--- src/rtl/countdown_timer_bcd_if.sv ---
// Control inputs and BCD digit outputs of countdown_timer_bcd.
// master drives presets and controls; slave is the timer itself.
interface countdown_timer_bcd_if;
    logic       tick;
    logic       load;
    logic       start;
    logic       stop;
    logic [0:3] load_sec_ones;
    logic [0:3] load_sec_tens;
    logic [0:3] load_min;
    logic [0:3] sec_ones;
    logic [0:3] sec_tens;
    logic [0:3] min;
    logic       running;
    logic       zero;
    logic       done;

    modport master (
        output tick, load, start, stop, load_sec_ones, load_sec_tens, load_min,
        input  sec_ones, sec_tens, min, running, zero, done
    );

    modport slave (
        input  tick, load, start, stop, load_sec_ones, load_sec_tens, load_min,
        output sec_ones, sec_tens, min, running, zero, done
    );
endinterface

--- src/rtl/countdown_timer_bcd.sv ---
// M:SS BCD countdown with load/start/pause/cancel; PRESCALER_EN derives the tick from clk.
// Latency: every effect is visible one cycle after the triggering edge.
// No backpressure: inputs are sampled every cycle, priority reset > stop > load > start > tick.
module countdown_timer_bcd #(
    parameter int MAX_MIN       = 9,
    parameter int TICKS_PER_SEC = 50000000
) (
    input  logic                  clk,
    input  logic                  reset,
    countdown_timer_bcd_if.slave  bus
);
    if (MAX_MIN < 0 || MAX_MIN > 9) begin : g_bad_max_min
        $error("MAX_MIN must be in 0..9");
    end
    if (TICKS_PER_SEC < 1) begin : g_bad_ticks
        $error("TICKS_PER_SEC must be at least 1");
    end

    typedef enum logic [1:0] {IDLE, RUN, PAUSE, DONE} state_t;

    localparam logic [0:3] MAX_MIN_D = 4'(MAX_MIN);

    state_t     state;
    logic [0:3] sec_ones;
    logic [0:3] sec_tens;
    logic [0:3] min;
    logic       running;
    logic       done;
    logic       zero;
    logic       sec_tick;
    logic       last_sec;

    assign zero     = (min == 4'd0) && (sec_tens == 4'd0) && (sec_ones == 4'd0);
    assign last_sec = (min == 4'd0) && (sec_tens == 4'd0) && (sec_ones == 4'd1);

`ifdef PRESCALER_EN
    localparam int PW = (TICKS_PER_SEC > 1) ? $clog2(TICKS_PER_SEC) : 1;
    localparam logic [PW-1:0] PRESC_LAST = PW'(TICKS_PER_SEC - 1);

    logic [PW-1:0] presc;

    assign sec_tick = (state == RUN) && (presc == PRESC_LAST);

    // Holding at zero outside RUN also gives the clear on entry to RUN.
    always_ff @(posedge clk) begin
        if (reset || state != RUN || bus.stop) begin
            presc <= '0;
        end else if (presc == PRESC_LAST) begin
            presc <= '0;
        end else begin
            presc <= presc + PW'(1);
        end
    end
`else
    assign sec_tick = bus.tick;
`endif

    function automatic logic [0:3] sat(input logic [0:3] v, input logic [0:3] lim);
        return (v > lim) ? lim : v;
    endfunction

    always_ff @(posedge clk) begin
        if (reset) begin
            state    <= IDLE;
            sec_ones <= 4'd0;
            sec_tens <= 4'd0;
            min      <= 4'd0;
            running  <= 1'b0;
            done     <= 1'b0;
        end else begin
            done <= 1'b0;
            case (state)
                IDLE, PAUSE: begin
                    if (bus.stop) begin
                        state    <= IDLE;
                        sec_ones <= 4'd0;
                        sec_tens <= 4'd0;
                        min      <= 4'd0;
                    end else if (bus.load) begin
                        sec_ones <= sat(bus.load_sec_ones, 4'd9);
                        sec_tens <= sat(bus.load_sec_tens, 4'd5);
                        min      <= sat(bus.load_min, MAX_MIN_D);
                    end else if (bus.start && !zero) begin
                        state   <= RUN;
                        running <= 1'b1;
                    end
                end
                RUN: begin
                    if (bus.stop) begin
                        state   <= PAUSE;
                        running <= 1'b0;
                    end else if (sec_tick) begin
                        // Count is never 0:00 here, so the minutes borrow cannot underflow.
                        if (sec_ones != 4'd0) begin
                            sec_ones <= sec_ones - 4'd1;
                        end else begin
                            sec_ones <= 4'd9;
                            if (sec_tens != 4'd0) begin
                                sec_tens <= sec_tens - 4'd1;
                            end else begin
                                sec_tens <= 4'd5;
                                min      <= min - 4'd1;
                            end
                        end
                        if (last_sec) begin
                            state   <= DONE;
                            running <= 1'b0;
                            done    <= 1'b1;
                        end
                    end
                end
                DONE: begin
                    if (bus.stop) begin
                        state <= IDLE;
                    end else if (bus.load) begin
                        state    <= IDLE;
                        sec_ones <= sat(bus.load_sec_ones, 4'd9);
                        sec_tens <= sat(bus.load_sec_tens, 4'd5);
                        min      <= sat(bus.load_min, MAX_MIN_D);
                    end
                end
                default: begin
                    state   <= IDLE;
                    running <= 1'b0;
                end
            endcase
        end
    end

    assign bus.sec_ones = sec_ones;
    assign bus.sec_tens = sec_tens;
    assign bus.min      = min;
    assign bus.running  = running;
    assign bus.zero     = zero;
    assign bus.done     = done;
endmodule

--- src/flat_wrapper.sv ---
// flat-port wrapper written by rule: the top's interface ports become plain ports
module countdown_timer_bcd_flat 
#(
    parameter int MAX_MIN       = 9,
    parameter int TICKS_PER_SEC = 50000000
)
  (clk, reset, bus_tick, bus_load, bus_start, bus_stop, bus_load_sec_ones, bus_load_sec_tens, bus_load_min, bus_sec_ones, bus_sec_tens, bus_min, bus_running, bus_zero, bus_done);
  countdown_timer_bcd_if bus_i ();
  input  logic clk;
  input  logic reset;
  input wire logic [$bits(bus_i.tick)-1:0] bus_tick;
  input wire logic [$bits(bus_i.load)-1:0] bus_load;
  input wire logic [$bits(bus_i.start)-1:0] bus_start;
  input wire logic [$bits(bus_i.stop)-1:0] bus_stop;
  input wire logic [$bits(bus_i.load_sec_ones)-1:0] bus_load_sec_ones;
  input wire logic [$bits(bus_i.load_sec_tens)-1:0] bus_load_sec_tens;
  input wire logic [$bits(bus_i.load_min)-1:0] bus_load_min;
  output wire logic [$bits(bus_i.sec_ones)-1:0] bus_sec_ones;
  output wire logic [$bits(bus_i.sec_tens)-1:0] bus_sec_tens;
  output wire logic [$bits(bus_i.min)-1:0] bus_min;
  output wire logic [$bits(bus_i.running)-1:0] bus_running;
  output wire logic [$bits(bus_i.zero)-1:0] bus_zero;
  output wire logic [$bits(bus_i.done)-1:0] bus_done;
  assign bus_i.tick = bus_tick;
  assign bus_i.load = bus_load;
  assign bus_i.start = bus_start;
  assign bus_i.stop = bus_stop;
  assign bus_i.load_sec_ones = bus_load_sec_ones;
  assign bus_i.load_sec_tens = bus_load_sec_tens;
  assign bus_i.load_min = bus_load_min;
  assign bus_sec_ones = bus_i.sec_ones;
  assign bus_sec_tens = bus_i.sec_tens;
  assign bus_min = bus_i.min;
  assign bus_running = bus_i.running;
  assign bus_zero = bus_i.zero;
  assign bus_done = bus_i.done;
  countdown_timer_bcd #(.MAX_MIN(MAX_MIN), .TICKS_PER_SEC(TICKS_PER_SEC)) u_core (.clk(clk), .reset(reset), .bus(bus_i));
endmodule
--- config.mk ---
export PLATFORM = sky130hd
export DESIGN_NAME = countdown_timer_bcd_flat
export DESIGN_NICKNAME = d
export VERILOG_FILES = /design/src/rtl/countdown_timer_bcd_if.sv /design/src/rtl/countdown_timer_bcd.sv /design/src/flat_wrapper.sv
export SDC_FILE = /design/constraint.sdc
export NUM_CORES = 1
export LEC_CHECK = 0
export ABC_AREA = 0
export BUFFER_PORTS_ARGS = -buffer_cell sky130_fd_sc_hd__buf_2
export CAP_MARGIN = 20
export CELL_PAD_IN_SITES_DETAIL_PLACEMENT = 1
export CELL_PAD_IN_SITES_GLOBAL_PLACEMENT = 2
export CORE_ASPECT_RATIO = 1.5
export CORE_MARGIN = 8
export CORE_UTILIZATION = 25
export DETAILED_ROUTE_END_ITERATION = 8
export PLACE_DENSITY_LB_ADDON = 0.1
export SKIP_CTS_REPAIR_TIMING = 1
export SLEW_MARGIN = 20
export SYNTH_ARGS = -nofsm -noshare
export SYNTH_HDL_FRONTEND = slang
export SYNTH_SLANG_ARGS = --single-unit
--- constraint.sdc ---
create_clock -name clk -period 4.2 [get_ports clk]
set_input_delay 0.21 -clock clk [delete_from_list [all_inputs] [get_ports clk]]
set_output_delay 0.21 -clock clk [all_outputs]
set_load 0.1 [all_outputs]
Word-level counts from Yosys, hierarchy flattened
Cells that the tools add are included.
{"block": "classes", "n_reduce_logical": 19, "n_eq_ne": 17, "addsub": 3, "mux": 43, "magnitude_cmp": 3, "bitwise": 2}
{"operator": "2-to-1 mux 4 bit", "count": 23}
{"operator": "case mux 4 bit (3 select lines)", "count": 3}
{"operator": "2-to-1 mux 2 bit", "count": 8}
{"operator": "!= test 2 bit (second input constant)", "count": 7}
{"operator": "zero test 4 bit", "count": 3}
{"operator": "subtractor 4 x 1 -> 4 bit (second input constant)", "count": 3}
{"operator": "AND reduction 5 bit", "count": 2}
{"operator": "!= test 3 bit (second input constant)", "count": 3}
{"operator": "> comparator 4 bit (second input constant)", "count": 2}
{"operator": "nonzero test 4 bit", "count": 2}
{"operator": "2-to-1 mux 1 bit", "count": 7}
{"operator": "!= test 3 x 2 -> 1 bit (second input constant)", "count": 2}
{"operator": "case mux 2 bit (3 select lines)", "count": 1}
{"operator": "AND reduction 6 bit", "count": 1}
{"operator": "== test 2 bit (second input constant)", "count": 2}
{"operator": "== test 4 x 1 -> 1 bit (second input constant)", "count": 1}
{"operator": "> comparator 4 x 3 -> 1 bit (second input constant)", "count": 1}
{"operator": "logical AND 1 bit", "count": 4}
{"operator": "AND reduction 4 bit", "count": 1}
{"operator": "OR reduction 4 bit", "count": 1}
{"operator": "AND reduction 3 bit", "count": 1}
{"operator": "== test 2 x 1 -> 1 bit (second input constant)", "count": 1}
{"operator": "zero test 2 bit", "count": 1}
{"operator": "!= test 2 x 1 -> 1 bit (second input constant)", "count": 1}
{"operator": "5 further kinds", "count": 6}
{"block": "totals", "output_inout_bits": 15, "regBits": 16, "elab_cells": 93, "input_bits": 18}

Logic depth before layout (Yosys ltp)
Gate-level depths: netlist (run 1).
{"block": "logic_depth", "word_depth": 9, "depth_mapped": 6, "ltp_nobuf": 6}

Worst setup path before layout (run 1)
OpenSTA, ideal clock, no wires.
{"block": "synth_timing", "path_kind": "reg-to-reg", "startpoint": "register u_core.sec_tens (netlist bit u_core.bus.sec_tens[3])", "endpoint": "register u_core.sec_tens (netlist bit u_core.bus.sec_tens[0])", "stages_incl_launch_ff": 7, "period_less_slack_ns": 2.390, "t_arrival_ns": 2.319, "setup_slack_ns": 1.810, "t_required_ns": 4.130, "setup_ns": 0.070, "path_cell_list": "dfxtp_1 > inv_1 > ha_1 > nor3b_2 > nand2b_4 > or4b_1 > a21oi_1"}
{"block": "synth_between", "elab_chain_len": 6, "elab_cells_between_ends": 7, "classes_between": "1 x add/sub; 5 x mux; 1 x reduce/logical"}
{"element": "from (decl)", "line_no": "countdown_timer_bcd.sv:25", "rtl": "logic [0:3] sec_tens;"}
{"element": "from (signal assigned)", "line_no": "countdown_timer_bcd.sv:81", "rtl": "sec_tens <= sat(bus.load_sec_tens, 4'd5);"}
{"element": "from (signal assigned)", "line_no": "countdown_timer_bcd.sv:99", "rtl": "sec_tens <= sec_tens - 4'd1;"}
{"element": "from (signal assigned)", "line_no": "countdown_timer_bcd.sv:118", "rtl": "sec_tens <= sat(bus.load_sec_tens, 4'd5);"}
{"element": "subtractor 4 x 1 -> 4 bit or nonzero test 4 bit (tied branches)", "line_no": "countdown_timer_bcd.sv:99, countdown_timer_bcd.sv:98"}
{"element": "2-to-1 mux 4 bit *", "line_no": "countdown_timer_bcd.sv:98", "rtl": "if (sec_tens != 4'd0) begin"}
{"element": "2-to-1 mux 4 bit *", "line_no": "countdown_timer_bcd.sv:94", "rtl": "if (sec_ones != 4'd0) begin"}
{"element": "2-to-1 mux 4 bit *", "line_no": "countdown_timer_bcd.sv:92", "rtl": "end else if (sec_tick) begin"}
{"element": "2-to-1 mux 4 bit *", "line_no": "countdown_timer_bcd.sv:89", "rtl": "if (bus.stop) begin"}
{"element": "case mux 4 bit (3 select lines) *", "line_no": "countdown_timer_bcd.sv:72", "rtl": "case (state)"}
Mark *: on every way between the ends. The rest lies on a longest branch, timed or not. The select of a mux whose other input is x is not followed.
A chain may end at the register's enable or synchronous reset.

Worst setup path after layout (run 1)
{"block": "layout_timing", "startpoint": "register u_core.sec_tens (netlist bit u_core.bus.sec_tens[2])", "endpoint": "output bus_zero"}
{"block": "layout_between", "elab_chain_len": 3}
{"element": "zero test 4 bit", "line_no": "countdown_timer_bcd.sv:33", "rtl": "assign zero = (min == 4'd0) && (sec_tens == 4'd0) && (sec_ones == 4'd0);"}
{"element": "logical AND 1 bit (2 in a row)", "line_no": "countdown_timer_bcd.sv:33"}
{"element": "to (decl)", "line_no": "flat_wrapper.sv:22", "rtl": "output wire logic [$bits(bus_i.zero)-1:0] bus_zero;"}
Every way passes these cells.

==> impl_metrics.ini, run 1 <==
[timing]
hold_viol_final = 0
worst_slew_pin_slew_ns = 0.9218
fin_crit_ns = 2.154
fin_skew_ns = 0.001517
period_share = 0.5128
relSlewSlack = 0.3842
worst_slack_ns = 2.046
drv_slew = 0
whs_ns = 0.1948
rsz0062_at_grt = false
setup_viol = 0
fmax_mhz = 464.3
fin_setup_tns_ns = 0

[placement]
place_ws_ns = 2.266
portBuffers = 32
dp_hpwl_mm = 3.297
place_congestion = 0.7505

[clock_tree]
root_buffer = clkbuf_8
cts_buffer_depth = 2
numCtsBuffers = 3
h-tree-depth = 1
insertion_delay_ns = 0.25
cts.clk_slew.worst_paths_ns = 0.07
cts_sinks = 16
cts_tree = yes

[routing]
dr.pass1.iters = 2
wl_mm = 4.139
viasPerCell = 5.119
ant_nets = 0
drcViolationCount = 0
via_count = 1249
wire_per_inst_um = 16.96
drtIter0Drc = 31

[floorplanning]
die_height_um = 101.1
die_area_um2 = 7355
io_pins = 33
core_um2 = 4732
die_w_um = 72.74
fp-row-count = 31
start_util = 0.2552

[critical_path]
end_kind = output port
critPathMaxFanout = 8
reg2reg_slack_ns = 2.26
crit_start = u_core.bus.sec_tens[2]
cp_data_arrival_time_ns = 1.94
start_kind = flip-flop
setup.worst_path.end = bus_zero
required_ns = 3.99
reg2reg_from = u_core.state[1]
critPathMaxStageDelay_ns = 0.45
critPathSlowestCell = nor3b_2
reg2regPathDepth = 4
rr_endpoint = u_core.bus.sec_tens[0]
worstSetupPathType = flip-flop to output port
path_cells = inv_1 > ha_1 > nor3b_2 > and3_1 > buf_2

[logic_synthesis]
synth_area_per_cell_um2 = 8.049
synth-warning-count = 0
synth_edf_count = 0
synthCells = 150
synth_area_leaders = dfxtp_1, a21oi_1, ha_1
synth-seq-cells = 16
synth_top_cell_by_area = dfxtp_1
synth_ff_type = dfxtp_1
synth_async_sr_flop_share = 0
syn_nets = 173
yosysUniqueCellTypes = 52
syn_area_um2 = 1207
netlist.area_leader.share = 0.2653
seq_area_frac_synth = 0.2653

[finish]
final_cell_mix = buf_2, a21oi_1, dfxtp_1
antennaDiodeCount = 0
nets = 202
final_common_cell = buf_2
drive_gt1_frac = 0.2416
syn_to_final_growth_pct = 20.93

[global_route]
grt_max_degree = 19
antenna_found_initial = 0
grt_pass1_wl_mm = 6.844
grt_pass1_vias = 1422
gr-total-overflow = 0
grt_usage = 0.1181

[pwr]
vdd_drop_max_v = 0.0001132
design_power_total_mw = 0.5000
p_leak_nw = 0.5981
p_per_area_nw_per_um2 = 342.4

[job]
drv_cap = 0

[worst_hold_path]
worst_hold_path_type = primary input to flip-flop

[outcome]
status = finished, final reports clean
==> power breakdown <==
group | internal, mW | switching (mW) | leakage, nW | total [mW]
Clock | 0.0832 | 0.0608 | 0.0288 | 0.144
Sequential | 0.160 | 0.0114 | 0.130 | 0.171
Combinational | 0.0499 | 0.135 | 0.439 | 0.185
Total | 0.293 | 0.207 | 0.598 | 0.500
==> sequential cells by signal, indices dropped and copies added, names as in the netlist <==
register and count:
u_core.bus.min 4, u_core.bus.sec_ones 4, u_core.bus.sec_tens 4, u_core.bus.done 1
u_core.bus.running 1, u_core.state 2
==> Yosys cell counts, types with 2 or more instances <==
library cell and count:
nand3b_1 2, or3b_1 2, o211ai_1 4, o31ai_1 4, nor4_1 7, a21oi_1 16, a2111oi_0 2, nor2_1 11
inv_1 12, nor3_1 8, o21ai_0 10, nand2_1 2, nor3b_1 3, a211oi_1 2, buf_2 3, ha_1 5
clkbuf_1 2, nand2b_1 4, dfxtp_1 16, mux2i_1 2, o21ai_1 2
==> through the flow <==
stage | utilization | instances | cell area [um^2]
after floorplan | - | 150 | 1207
after global placement | 0.2969 | 240 | 1405
after detailed placement | 0.2969 | 240 | 1405
after CTS | 0.3086 | 244 | 1460
after global routing | 0.3086 | 244 | 1460
final | 0.3086 | 244 | 1460
==> cell type report <==
type | count | area, um^2
clock buffer | 4 | 55.05
fill | 602 | 3272
sequential | 16 | 320.3
multi-input combinational | 113 | 793.3
tap | 66 | 82.58
inverter | 13 | 48.80
timing repair buffer | 32 | 160.2
==> kinds of logic (layout without fill, tap and decap cells) <==
logic type	after synthesis	after routing	share of synthesized area
DFF	16	16	0.2653
adders and majority gates	5	5	0.05181
xor gates and xnor gates	1	1	0.007255
buffers and inverters	21	49	0.07771
and+or+nand+nor	53	53	0.2829
AOI/OAI and AO/OA	52	52	0.2985
muxes	2	2	0.01658
==> how the worst min path moves through the flow <==
stage	start	endpoint	slack (ns)	depth (start not counted)
after floorplan	reset	u_core.bus.sec_tens[3]	0.28	1
after global placement	bus_stop	u_core.state[0]	0.46	2
after detailed placement	bus_stop	u_core.bus.done	0.46	2
after CTS	bus_stop	u_core.bus.done	0.19	2
after global routing	bus_stop	u_core.state[0]	0.21	2
final	bus_stop	u_core.bus.done	0.19	2
==> worst max-delay path: cells and delay by family (launching register included) <==
kind                       cells  cell delay, ns
DFF                            1            0.35
buffers and inverters          2            0.49
adders and majority gates      1            0.16
and+or+nand+nor                2            0.68
==> metal layers <==
metal  global-route usage  wire [um]  part of all wire
met1               0.1192       1656              0.40
met2               0.2337       2311              0.56
met3              0.02092        140             0.034
met4              0.03251         31            0.0075
met5                    0          0                 0
(Power assumes the default switching activity.)
==> run 2, diff against run 1 <==
==> constraint.sdc (replaced) <==
create_clock -name clk -period 2 [get_ports clk]
set_input_delay 0.1 -clock clk [delete_from_list [all_inputs] [get_ports clk]]
set_output_delay 0.1 -clock clk [all_outputs]
set_load 0.1 [all_outputs]
==> impl_metrics.ini, run 2 (synthesized netlist as in run 1, its figures left out) <==
[floorplanning]
fp-row-count = 31
die_w_um = 72.74
start_util = 0.2552
die_height_um = 101.1
die_area_um2 = 7355
core_um2 = 4732
io_pins = 33

[clock_tree]
cts.clk_slew.worst_paths_ns = 0.07
cts_buffer_depth = 2
root_buffer = clkbuf_8
h-tree-depth = 1
insertion_delay_ns = 0.25
cts_sinks = 16
numCtsBuffers = 3
cts_tree = yes

[routing]
wl_mm = 4.214
ant_nets = 0
drtIter0Drc = 19
wire_per_inst_um = 17.06
drcViolationCount = 0
via_count = 1297
dr.pass1.iters = 4
viasPerCell = 5.251

[pwr]
p_leak_nw = 0.6225
p_int_mw = 0.6423
p_per_area_nw_per_um2 = 711.6
p_sw_frac = 0.4033
pwr-share-seq = 0.335
vdd_drop_max_v = 0.0002392
pwr-share-comb = 0.391
design_power_total_mw = 1.077
power.switching_mw = 0.4342
pwr-share-clk = 0.275

[global_route]
grt_usage = 0.1199
use_met3 = 0.01892
gr-total-overflow = 0
grt_pass1_wl_mm = 6.934
met1_usage = 0.1174
met2_usage = 0.2358
busiest_layer = met2
grt_max_degree = 17
grt_pass1_vias = 1436
antenna_found_initial = 0

[job]
drv_cap = 0

[critical_path]
worst-path-buf-inv = 1
cp_data_arrival_time_ns = 2.07
path_cells = inv_1 > ha_1 > nor3b_4 > o22ai_1 > or4b_1 > a21oi_1
start_kind = flip-flop
critPathMaxFanout = 6
critPathMaxStageDelay_ns = 0.53
critPathSlowestCell = or4b_1
worstSetupPathType = flip-flop to flip-flop
end_kind = flip-flop
critical-path-top-delay-family = simple AND/OR/NAND/NOR gates
required_ns = 2.19

[finish]
largestRegisters = u_core.bus.min x4, u_core.bus.sec_ones x4, u_core.bus.sec_tens x4
seq_area_um2 = 327.8
final_cell_area_um2 = 1513
final_common_cell = buf_2
nets = 205
syn_to_final_growth_pct = 25.28
antennaDiodeCount = 0
fill_cells = 592
multi_input_area_um2 = 800.8
drive_gt1_frac = 0.2928
fin_cells = 247
final_cell_mix = buf_2, a21oi_1, inv_1

[timing]
drv_slew = 0
fin_setup_tns_ns = 0
relSlewSlack = 0.5296
worst_slack_ns = 0.1163
hold_viol_final = 0
fin_skew_ns = 0.002240
worst_slew_pin_slew_ns = 0.7055
fmax_mhz = 530.9
fin_crit_ns = 1.884
setup_viol = 0
period_share = 0.9418
rsz0062_at_grt = false

[placement]
dp.cells = 243
place_area_um2 = 1451
place_ws_ns = 0.1040
place_congestion = 0.7822
dp_hpwl_mm = 3.367
portBuffers = 32

[outcome]
status = finished, final reports clean

[worst_hold_path]
worst_hold_path_type = primary input to flip-flop
run 2: changes by cell type in the layout (fill, tap and decap cells not counted), sizes merged:
cell	before	now
buf	32	35
run 2: power groups by stage:
| stage | Combinational (mW) | Sequential [mW] | Clock [mW] |
|---|---|---|---|
| after floorplan | 0.200 | 0.475 | 0 |
| after global placement | 0.419 | 0.367 | 0 |
| after detailed placement | 0.422 | 0.368 | 0 |
| after CTS | 0.423 | 0.360 | 0.309 |
| after global routing | 0.451 | 0.364 | 0.326 |
| final | 0.420 | 0.361 | 0.296 |
run 2: through the flow:
step / util / hold WS (ns)
after floorplan: - / 0.1647
after global placement: 0.3067 / 0.3626
after detailed placement: 0.3067 / 0.3598
after CTS: 0.3184 / 0.08808
after global routing: 0.3197 / 0.1039
final: 0.3197 / 0.09523
run 2: final cells by class:
| cell class | instances | area share |
|---|---|---|
| multi-input combinational | 113 | 0.5294 |
| sequential | 16 | 0.2167 |
| timing repair buffer | 35 | 0.1307 |
| tap | 66 | 0.05459 |
| clock buffer | 4 | 0.03639 |
| inverter | 13 | 0.03226 |
run 2: final timing paths:
check        cells after the start                    from                     end  slack, ns
max                              6  u_core.bus.sec_ones[3]  u_core.bus.sec_tens[0]       0.12
min                              2                bus_stop         u_core.state[0]        0.1
max reg2reg                      6  u_core.bus.sec_ones[3]  u_core.bus.sec_tens[0]       0.12
min reg2reg                      2  u_core.bus.sec_ones[2]  u_core.bus.sec_ones[2]       0.50
run 2: per-layer routing:
layer  vias to the layer above  part of all wire
li1                        629                 -
met1                       635              0.40
met2                        25              0.54
met3                         8             0.037
met4                         0             0.021
met5                         -                 0
